`config.mk`:
```
export PLATFORM = sky130hd
export DESIGN_NAME = hit_debounce
export DESIGN_NICKNAME = d
export VERILOG_FILES = /design/src/rtl/hit_debounce.sv
export SDC_FILE = /design/constraint.sdc
export NUM_CORES = 1
export LEC_CHECK = 0
export CORE_ASPECT_RATIO = 1.2
export CORE_MARGIN = 2
export CORE_UTILIZATION = 49
export CTS_BUF_LIST = sky130_fd_sc_hd__clkbuf_8
export DETAILED_ROUTE_END_ITERATION = 16
export GPL_ROUTABILITY_DRIVEN = 0
export PLACE_DENSITY = 0.74
export SYNTH_ARGS = -nofsm -noshare
export SYNTH_HDL_FRONTEND = slang
export SYNTH_SLANG_ARGS = --single-unit
```
`constraint.sdc`:
```
create_clock -name clk -period 1.9 [get_ports clk]
set_input_delay 0.38 -clock clk [delete_from_list [all_inputs] [get_ports clk]]
set_output_delay 0.38 -clock clk [all_outputs]
set_load 0.02 [all_outputs]
```
`src/rtl/hit_debounce.sv`:
```
// Debounces an asynchronous hit input. It emits one registered hit pulse per accepted press and keeps press and glitch counters.
// Optional post-release lockout is enabled by defining HIT_LOCKOUT_EN.
module hit_debounce #(
  parameter int STABLE_CYCLES  = 4,
  parameter int LOCKOUT_CYCLES = 8
) (
  input  logic       clk,
  input  logic       reset,
  input  logic       in1,
  output logic       hit,
  output logic       level,
  output logic [7:0] press_count,
  output logic [7:0] glitch_count
);

  localparam int CW = $clog2(STABLE_CYCLES + 1);
  localparam logic [CW-1:0] CNT_LAST = CW'(STABLE_CYCLES - 1);

  if (STABLE_CYCLES < 2 || LOCKOUT_CYCLES < 1) begin : g_bad_param
    $error("hit_debounce: STABLE_CYCLES must be >= 2 and LOCKOUT_CYCLES >= 1");
  end

`ifdef HIT_LOCKOUT_EN
  typedef enum logic [2:0] {IDLE, RISE_CHK, HIGH, FALL_CHK, LOCKOUT} state_t;
  localparam int LW = $clog2(LOCKOUT_CYCLES + 1);
  localparam logic [LW-1:0] LOCK_LAST = LW'(LOCKOUT_CYCLES - 1);
  logic [LW-1:0] lcnt;
`else
  typedef enum logic [2:0] {IDLE, RISE_CHK, HIGH, FALL_CHK} state_t;
`endif

  state_t        state;
  logic          sync1;
  logic          s;
  logic [CW-1:0] cnt;

  always_ff @(posedge clk or posedge reset) begin
    if (reset) begin
      sync1        <= 1'b0;
      s            <= 1'b0;
      state        <= IDLE;
      cnt          <= '0;
      hit          <= 1'b0;
      level        <= 1'b0;
      press_count  <= 8'd0;
      glitch_count <= 8'd0;
`ifdef HIT_LOCKOUT_EN
      lcnt         <= '0;
`endif
    end else begin
      sync1 <= in1;
      s     <= sync1;
      hit   <= 1'b0;
      case (state)
        IDLE: begin
          if (s) begin
            state <= RISE_CHK;
            cnt   <= CW'(1);
          end
        end
        RISE_CHK: begin
          if (!s) begin
            state <= IDLE;
            if (glitch_count != 8'hFF) glitch_count <= glitch_count + 8'd1;
          end else if (cnt == CNT_LAST) begin
            state       <= HIGH;
            level       <= 1'b1;
            hit         <= 1'b1;
            press_count <= press_count + 8'd1;
          end else begin
            cnt <= cnt + CW'(1);
          end
        end
        HIGH: begin
          if (!s) begin
            state <= FALL_CHK;
            cnt   <= CW'(1);
          end
        end
        FALL_CHK: begin
          // A bounce back to high while checking the release is a glitch. It never produces a new press.
          if (s) begin
            state <= HIGH;
            if (glitch_count != 8'hFF) glitch_count <= glitch_count + 8'd1;
          end else if (cnt == CNT_LAST) begin
            level <= 1'b0;
`ifdef HIT_LOCKOUT_EN
            state <= LOCKOUT;
            lcnt  <= '0;
`else
            state <= IDLE;
`endif
          end else begin
            cnt <= cnt + CW'(1);
          end
        end
`ifdef HIT_LOCKOUT_EN
        LOCKOUT: begin
          if (lcnt == LOCK_LAST) state <= IDLE;
          else                   lcnt  <= lcnt + LW'(1);
        end
`endif
        default: state <= IDLE;
      endcase
    end
  end

endmodule

```
==> impl_results.md, run 1 <==
* Number of enable-type register cells in the synthesized netlist at 0
* Largest clock skew in the final design at 0.00319 ns
* Area Growth Syn to Fin at 25.8%
* GRT Overall Usage at 0.171
* Peak fanout along the critical path at 5
* Worst-path clk slew at 0.08 ns
* Cells after Synth at 116
* Detailed-route wire length per cell at 13.4 um
* Pre-antenna DRT Iters at 4
* Post-route insts no fill at 176
* Synth top area cells: sky130_fd_sc_hd__dfrtp_1 (47%), sky130_fd_sc_hd__ha_1 (10%), sky130_fd_sc_hd__xnor2_1 (5.3%), sky130_fd_sc_hd__mux2_2 (4.3%), sky130_fd_sc_hd__xor2_1 (2.6%)
* Worst path bufs/invs at 1
* Minimum clock period after layout at 1.86 ns
* Clock group share of total power at 0.144
* Via density per instance at 5.40
* Critical Path Sink Type: register
* Number of top-level design ports at 21
* Number of antenna violations at the first check in global routing at 0
* Most used DFF post-synth: sky130_fd_sc_hd__dfrtp_1
* Clock tree from TritonCTS: built
* Core Footprint at 2550 sq um
* Slowest cell on the critical path: sky130_fd_sc_hd__dfrtp_1
* Static leakage power at 0.757 nW
* Pwr dens at 1260 nW/um^2
* Worst R2R End: glitch_count[7]$_DFFE_PP0P_
* Hold Vio Cnt, Final at 0
* Die Y at 60.9 um
* Worst hold margin at 0.351 ns
* Fill cell count at 218
* Number of maximum-capacitance violations at 0
* H-tree levels at 1
* Portion of synthesized cell area occupied by the leading cell type at 0.473
* Most common cell after layout, fill and taps aside: sky130_fd_sc_hd__dfrtp_1
* Hold Path Origin: sync1$_DFF_PP0_
* Cell type with the highest aggregate area in the netlist: sky130_fd_sc_hd__dfrtp_1
* Total die area at 3130 sq um
* Part of the Yosys area used for sequential elements at 0.473
* CP max stage delay at 0.43 ns
* Number of global-route vias before repair at 963
* Unrepaired setup endpoints after global routing: true
* Count of distinct cell types in the synthesized netlist at 34
* Final ANT Viol Nets at 0
* Worst hold-check path type: register to register
* Cell internal power dissipation at 1.29 mW
* Warning count from the yosys run at 0
* First-pass GRT wire length at 4060 um
* Sw Ratio at 0.383
* Final Slew Violations at 0
* Asr flop ratio synth at 1.00
* Critical Path, Cell by Cell: inv_2, ha_4, and3b_2, o2111ai_2, or3_4, mux2_4
* Total of buffers placed on input and output ports at 20
* Arrival @ worst endpoint at 2.01 ns
* DRC violation count after routing at 0
* Final sum of negative setup slack at 0 ns
* Clock latency on the worst-skew pair at 0.26 ns
* Number of failing setup endpoints in the final timing report at 0
* Total number of vias at 950
* Category of cells accounting for the largest share of critical-path delay: simple AND/OR/NAND/NOR gates
* Ant diodes at 0
* Placed insts at 171
* Hold bufs inserted after CTS at 0
* Horizontal extent of the die at 51.4 um
* DP HPWL at 1740 um
* Final global-route overflow total at 0
* Critical path startpoint category: register
* Class of the most critical setup path: register to register
* Sink Count at 25
* Maximum VDD drop at 0.000807 V
* Combinational power share at 0.469
* Number of buffers on the longest clock path at 2
* Power Total at 2.10 mW
* Headroom to the max-slew limit at 0.747
* Status: completed
* Starting utilization of the core area at 0.519
* Worst-margin pin slew at 0.380 ns
* TritonCTS Buffers at 3
* Pin count of the biggest net entering global routing at 16
* Iter 0 DRT Violations at 22
* Final net count at 158
* Synthesized cell area at 1320 sq um
* Hold path cells at 0
* Part of the total power dissipated in sequential elements at 0.387
* Most frequent cells in the layout: sky130_fd_sc_hd__dfrtp_1 (24), sky130_fd_sc_hd__clkdlybuf4s50_1 (20), sky130_fd_sc_hd__ha_1 (9), sky130_fd_sc_hd__xnor2_1 (8), sky130_fd_sc_hd__nand2_1 (7)
* Number of nets produced by synthesis at 130
* Req. time, crit path at 2.05 ns
* Flops & latches, synth at 25
* Layout cells sized above 1 at 0.203
* Switch Pwr at 802 uW
* Peak clock frequency supported by timing at 0.538 GHz
* Synthesized area per cell at 11.4 sq um
* FP Rows at 20
* Worst-case register-to-register setup slack at 0.04 ns
* CTS root buf: sky130_fd_sc_hd__clkbuf_8
* Total Routed Length at 2370 um
* Hold Path End: s$_DFF_PP0_
* Post-route fraction of the period consumed by the critical path at 0.979
* Number of cells traversed by the worst register-to-register path at 6
cells in the mapped netlist, types with 2 or more instances:
| master | n |
|---|---|
| sky130_fd_sc_hd__nand3_1 | 5 |
| sky130_fd_sc_hd__ha_1 | 11 |
| sky130_fd_sc_hd__o22ai_1 | 2 |
| sky130_fd_sc_hd__dfrtp_1 | 25 |
| sky130_fd_sc_hd__nor3_1 | 3 |
| sky130_fd_sc_hd__a21oi_1 | 4 |
| sky130_fd_sc_hd__nand2_1 | 7 |
| sky130_fd_sc_hd__nor2_1 | 3 |
| sky130_fd_sc_hd__and4_1 | 2 |
| sky130_fd_sc_hd__o21ai_0 | 2 |
| sky130_fd_sc_hd__o31ai_1 | 2 |
| sky130_fd_sc_hd__xnor2_1 | 8 |
| sky130_fd_sc_hd__inv_1 | 7 |
| sky130_fd_sc_hd__xor2_1 | 4 |
| sky130_fd_sc_hd__nand4_1 | 4 |
| sky130_fd_sc_hd__mux2_2 | 5 |
| sky130_fd_sc_hd__a22o_1 | 2 |
| sky130_fd_sc_hd__or2_2 | 2 |
| sky130_fd_sc_hd__mux2i_1 | 3 |
metal layers:
layer	share of wire	global-route usage	vias up
met5	0	0	-
met4	0.011	0.0677	0
met3	0.030	0.0222	4
met2	0.51	0.280	21
met1	0.45	0.233	466
li1	-	-	459
power by group through the flow:
stage	clock, mW	combinational (mW)	sequential, mW
floorplan	0	0.558	0.865
global placement	0	0.893	0.797
detailed placement	0	0.928	0.808
CTS	0.317	0.949	0.800
global route	0.338	1.10	0.829
finish	0.301	0.983	0.811
worst max path at each step:
stage | startpoint | to | cells after the start
after floorplan | register | glitch_count[7]$_DFFE_PP0P_ | 7
after global placement | register | glitch_count[7]$_DFFE_PP0P_ | 6
after detailed placement | register | glitch_count[7]$_DFFE_PP0P_ | 6
after CTS | register | glitch_count[7]$_DFFE_PP0P_ | 6
after global routing | register | glitch_count[7]$_DFFE_PP0P_ | 6
final | register | glitch_count[7]$_DFFE_PP0P_ | 6
sequential cells by signal, indices dropped and copies added (netlist names), named ones only:
signal / count
glitch_count: 8
press_count: 8
cnt: 3
hit: 1
level: 1
s: 1
state: 1
sync1: 1
area by class of cell:
type	instances	area [sq um]	share of cell area
flip-flops and latches	25	627	0.376
clock inverters	1	5.00	0.00301
inverters	7	26.3	0.0158
repair buffers	26	245	0.147
multi-input cells	81	679	0.408
well taps	33	41.3	0.0248
clock buffers	3	41.3	0.0248
per-stage QoR:
stage                     instance area (sq um)  setup slack (ns)  utilization
after floorplan                            1320           0.00419            -
after global placement                     1580            0.0886        0.619
after detailed placement                   1580           0.00785        0.619
after CTS                                  1630            0.0153        0.640
after global routing                       1670           -0.0293        0.652
final                                      1670            0.0396        0.652
worst reg2reg max path, cell delays in order (launching register included):
cell	delay (ns)
sky130_fd_sc_hd__dfrtp_1	0.43
sky130_fd_sc_hd__inv_2	0.09
sky130_fd_sc_hd__ha_4	0.17
sky130_fd_sc_hd__and3b_2	0.26
sky130_fd_sc_hd__o2111ai_2	0.15
sky130_fd_sc_hd__or3_4	0.35
sky130_fd_sc_hd__mux2_4	0.30
repair_timing:
| action | CTS | global route |
|---|---|---|
| setup endpoints to repair | 1 | 5 |
| resized for setup | 2 | 5 |
| pin swaps | 0 | 1 |
| setup buffers | 0 | 1 |
logic make-up after synthesis:
kind of cell    share of synthesized area
compound gates                     0.0822
fa+ha+maj                           0.104
flops                               0.473
mux                                0.0766
xor+xnor                           0.0794
buf+inv                            0.0378
simple gates                        0.147
No activity file was read; power rests on OpenSTA's default activity.
==> run 2: changes to the inputs <==
--- a/config.mk
+++ b/config.mk
@@ -9,8 +9,9 @@
 export CORE_MARGIN = 2
 export CORE_UTILIZATION = 49
 export CTS_BUF_LIST = sky130_fd_sc_hd__clkbuf_8
+export CTS_CLUSTER_DIAMETER = 120
 export DETAILED_ROUTE_END_ITERATION = 16
-export GPL_ROUTABILITY_DRIVEN = 0
+export GPL_ROUTABILITY_DRIVEN = 1
 export PLACE_DENSITY = 0.74
 export SYNTH_ARGS = -nofsm -noshare
 export SYNTH_HDL_FRONTEND = slang
==> constraint.sdc (replaced) <==
create_clock -name clk -period 1.9 [get_ports clk]
set_input_delay 0.38 -clock clk [delete_from_list [all_inputs] [get_ports clk]]
set_output_delay 0.38 -clock clk [all_outputs]
set_load 0.1 [all_outputs]
==> impl_results.md, run 2 (synthesized netlist as in run 1, its figures left out) <==
* Status: completed
* Number of maximum-capacitance violations at 0
* H-tree levels at 1
* Worst-case register-to-register setup slack at 0.06 ns
* Routability Congestion at 0.773
* Final Slew Violations at 0
* Req. time, crit path at 2.05 ns
* Starting utilization of the core area at 0.519
* Class of the most critical setup path: register to register
* Die Y at 60.9 um
* Clock tree from TritonCTS: built
* First-pass GRT wire length at 4260 um
* Number of cells traversed by the worst register-to-register path at 6
* Number of antenna violations at the first check in global routing at 0
* Worst-path clk slew at 0.08 ns
* Fill cell count at 183
* Static leakage power at 0.843 nW
* Worst R2R End: glitch_count[7]$_DFFE_PP0P_
* Critical path startpoint category: register
* Slowest cell on the critical path: sky130_fd_sc_hd__dfrtp_1
* Ant diodes at 0
* Final setup margin at 0.0618 ns
* Hold Path Origin: sync1$_DFF_PP0_
* Power Total at 2.70 mW
* Worst path bufs/invs at 1
* DRC violation count after routing at 0
* Final global-route overflow total at 0
* DP HPWL at 1870 um
* Layout cells sized above 1 at 0.366
* Worst-margin pin slew at 0.376 ns
* Arrival @ worst endpoint at 1.99 ns
* Final ANT Viol Nets at 0
* Total die area at 3130 sq um
* Pwr dens at 1470 nW/um^2
* Area Growth Syn to Fin at 38.9%
* Worst Setup Slack post-DPL at 0.0254 ns
* GRT Overall Usage at 0.181
* Total Routed Length at 2420 um
* Most frequent cells in the layout: sky130_fd_sc_hd__dfrtp_1 (18), sky130_fd_sc_hd__buf_12 (17), sky130_fd_sc_hd__ha_1 (9), sky130_fd_sc_hd__buf_4 (9), sky130_fd_sc_hd__xnor2_1 (8)
* Iter 0 DRT Violations at 15
* Number of failing setup endpoints in the final timing report at 0
* Hold Vio Cnt, Final at 0
* Via density per instance at 5.26
* Unrepaired setup endpoints after global routing: true
* Largest clock skew in the final design at 0.00225 ns
* Hold Path End: s$_DFF_PP0_
* Sink Count at 25
* FP Rows at 20
* Headroom to the max-slew limit at 0.749
* Number of global-route vias before repair at 961
* CP max stage delay at 0.44 ns
* Core Footprint at 2550 sq um
* Most common cell after layout, fill and taps aside: sky130_fd_sc_hd__dfrtp_1
* Category of cells accounting for the largest share of critical-path delay: simple AND/OR/NAND/NOR gates
* Final sum of negative setup slack at 0 ns
* Detailed-route wire length per cell at 13.6 um
* Horizontal extent of the die at 51.4 um
* Peak fanout along the critical path at 5
* Worst hold-check path type: register to register
* Pin count of the biggest net entering global routing at 26
* Number of buffers on the longest clock path at 2
* Post-route fraction of the period consumed by the critical path at 0.967
* Final net count at 160
* Total of buffers placed on input and output ports at 20
* Largest registers: glitch_count (8), press_count (8), cnt (3)
* Minimum clock period after layout at 1.84 ns
* Critical Path, Cell by Cell: inv_2, ha_2, nor3b_4, o2111ai_2, or3_4, mux2_4
* Number of top-level design ports at 21
* Pre-antenna DRT Iters at 4
* Clock latency on the worst-skew pair at 0.26 ns
* Hold path cells at 0
* Peak clock frequency supported by timing at 0.544 GHz
* Maximum VDD drop at 0.00111 V
* CTS root buf: sky130_fd_sc_hd__clkbuf_8
* Total number of vias at 936
* TritonCTS Buffers at 3
* Critical Path Sink Type: register
-- run 2: worst max-delay path by stage --
stage                                start                     endpoint  slack [ns]  cells past startpoint
6_report                          register  glitch_count[7]$_DFFE_PP0P_        0.06                      6
5_1_grt                           register  glitch_count[7]$_DFFE_PP0P_       -0.03                      6
4_1_cts                           register  glitch_count[7]$_DFFE_PP0P_        0.02                      6
3_5_place_dp                      register  glitch_count[7]$_DFFE_PP0P_        0.03                      6
3_3_place_gp          state[0]$_DFFE_PP0P_  glitch_count[7]$_DFFE_PP0P_        0.10                      5
2_1_floorplan  glitch_count[6]$_DFFE_PP0P_  glitch_count[1]$_DFFE_PP0P_      -0.006                      3
-- run 2: stage by stage --
| stage | hold WS (ns) | instance area [sq um] | util | std cells |
|---|---|---|---|---|
| finish | 0.371 | 1840 | 0.721 | 178 |
| global route | 0.381 | 1840 | 0.721 | 178 |
| CTS | 0.373 | 1810 | 0.711 | 177 |
| detailed placement | 0.350 | 1770 | 0.693 | 173 |
| global placement | 0.333 | 1770 | 0.693 | 173 |
| floorplan | 0.331 | 1330 | - | 116 |
-- run 2: layout make-up --
type	instances	area (sq um)	share of cell area
multi-input combinational	81	664	0.361
clock buffer	3	41.3	0.0224
tap	33	41.3	0.0224
timing repair buffer	28	428	0.233
inverter	7	26.3	0.0143
sequential	25	634	0.345
clock inverter	1	3.75	0.00204
-- run 2: what timing repair did --
item | 4_1_cts | 5_1_grt
setup buffers | 0 | 1
setup endpoints to repair | 0 | 6
gates resized for setup | 0 | 5
hold buffers | 0 | 0
-- run 2: per-layer routing --
| layer | global-route usage | part of all wire | vias up |
|---|---|---|---|
| met5 | 0 | 0 | - |
| met4 | 0.0677 | 0.0091 | 0 |
| met3 | 0.0271 | 0.029 | 2 |
| li1 | - | - | 464 |
| met2 | 0.302 | 0.52 | 10 |
| met1 | 0.241 | 0.44 | 460 |
-- run 2: power breakdown --
group / internal, mW / switching [mW] / leakage, nW / total (mW)
clock: 0.144 / 0.153 / 0.0269 / 0.297
combinational: 0.642 / 0.907 / 0.498 / 1.55
sequential: 0.666 / 0.188 / 0.318 / 0.854
==> run 3: changes to the inputs <==
--- a/config.mk
+++ b/config.mk
@@ -10,9 +10,11 @@
 export CORE_UTILIZATION = 49
 export CTS_BUF_LIST = sky130_fd_sc_hd__clkbuf_8
 export CTS_CLUSTER_DIAMETER = 120
+export CTS_CLUSTER_SIZE = 30
 export DETAILED_ROUTE_END_ITERATION = 16
 export GPL_ROUTABILITY_DRIVEN = 1
 export PLACE_DENSITY = 0.74
 export SYNTH_ARGS = -nofsm -noshare
 export SYNTH_HDL_FRONTEND = slang
 export SYNTH_SLANG_ARGS = --single-unit
+export TNS_END_PERCENT = 20
==> results of run 3 <==
Final layout, timing and power as in run 2 (identical DEF).
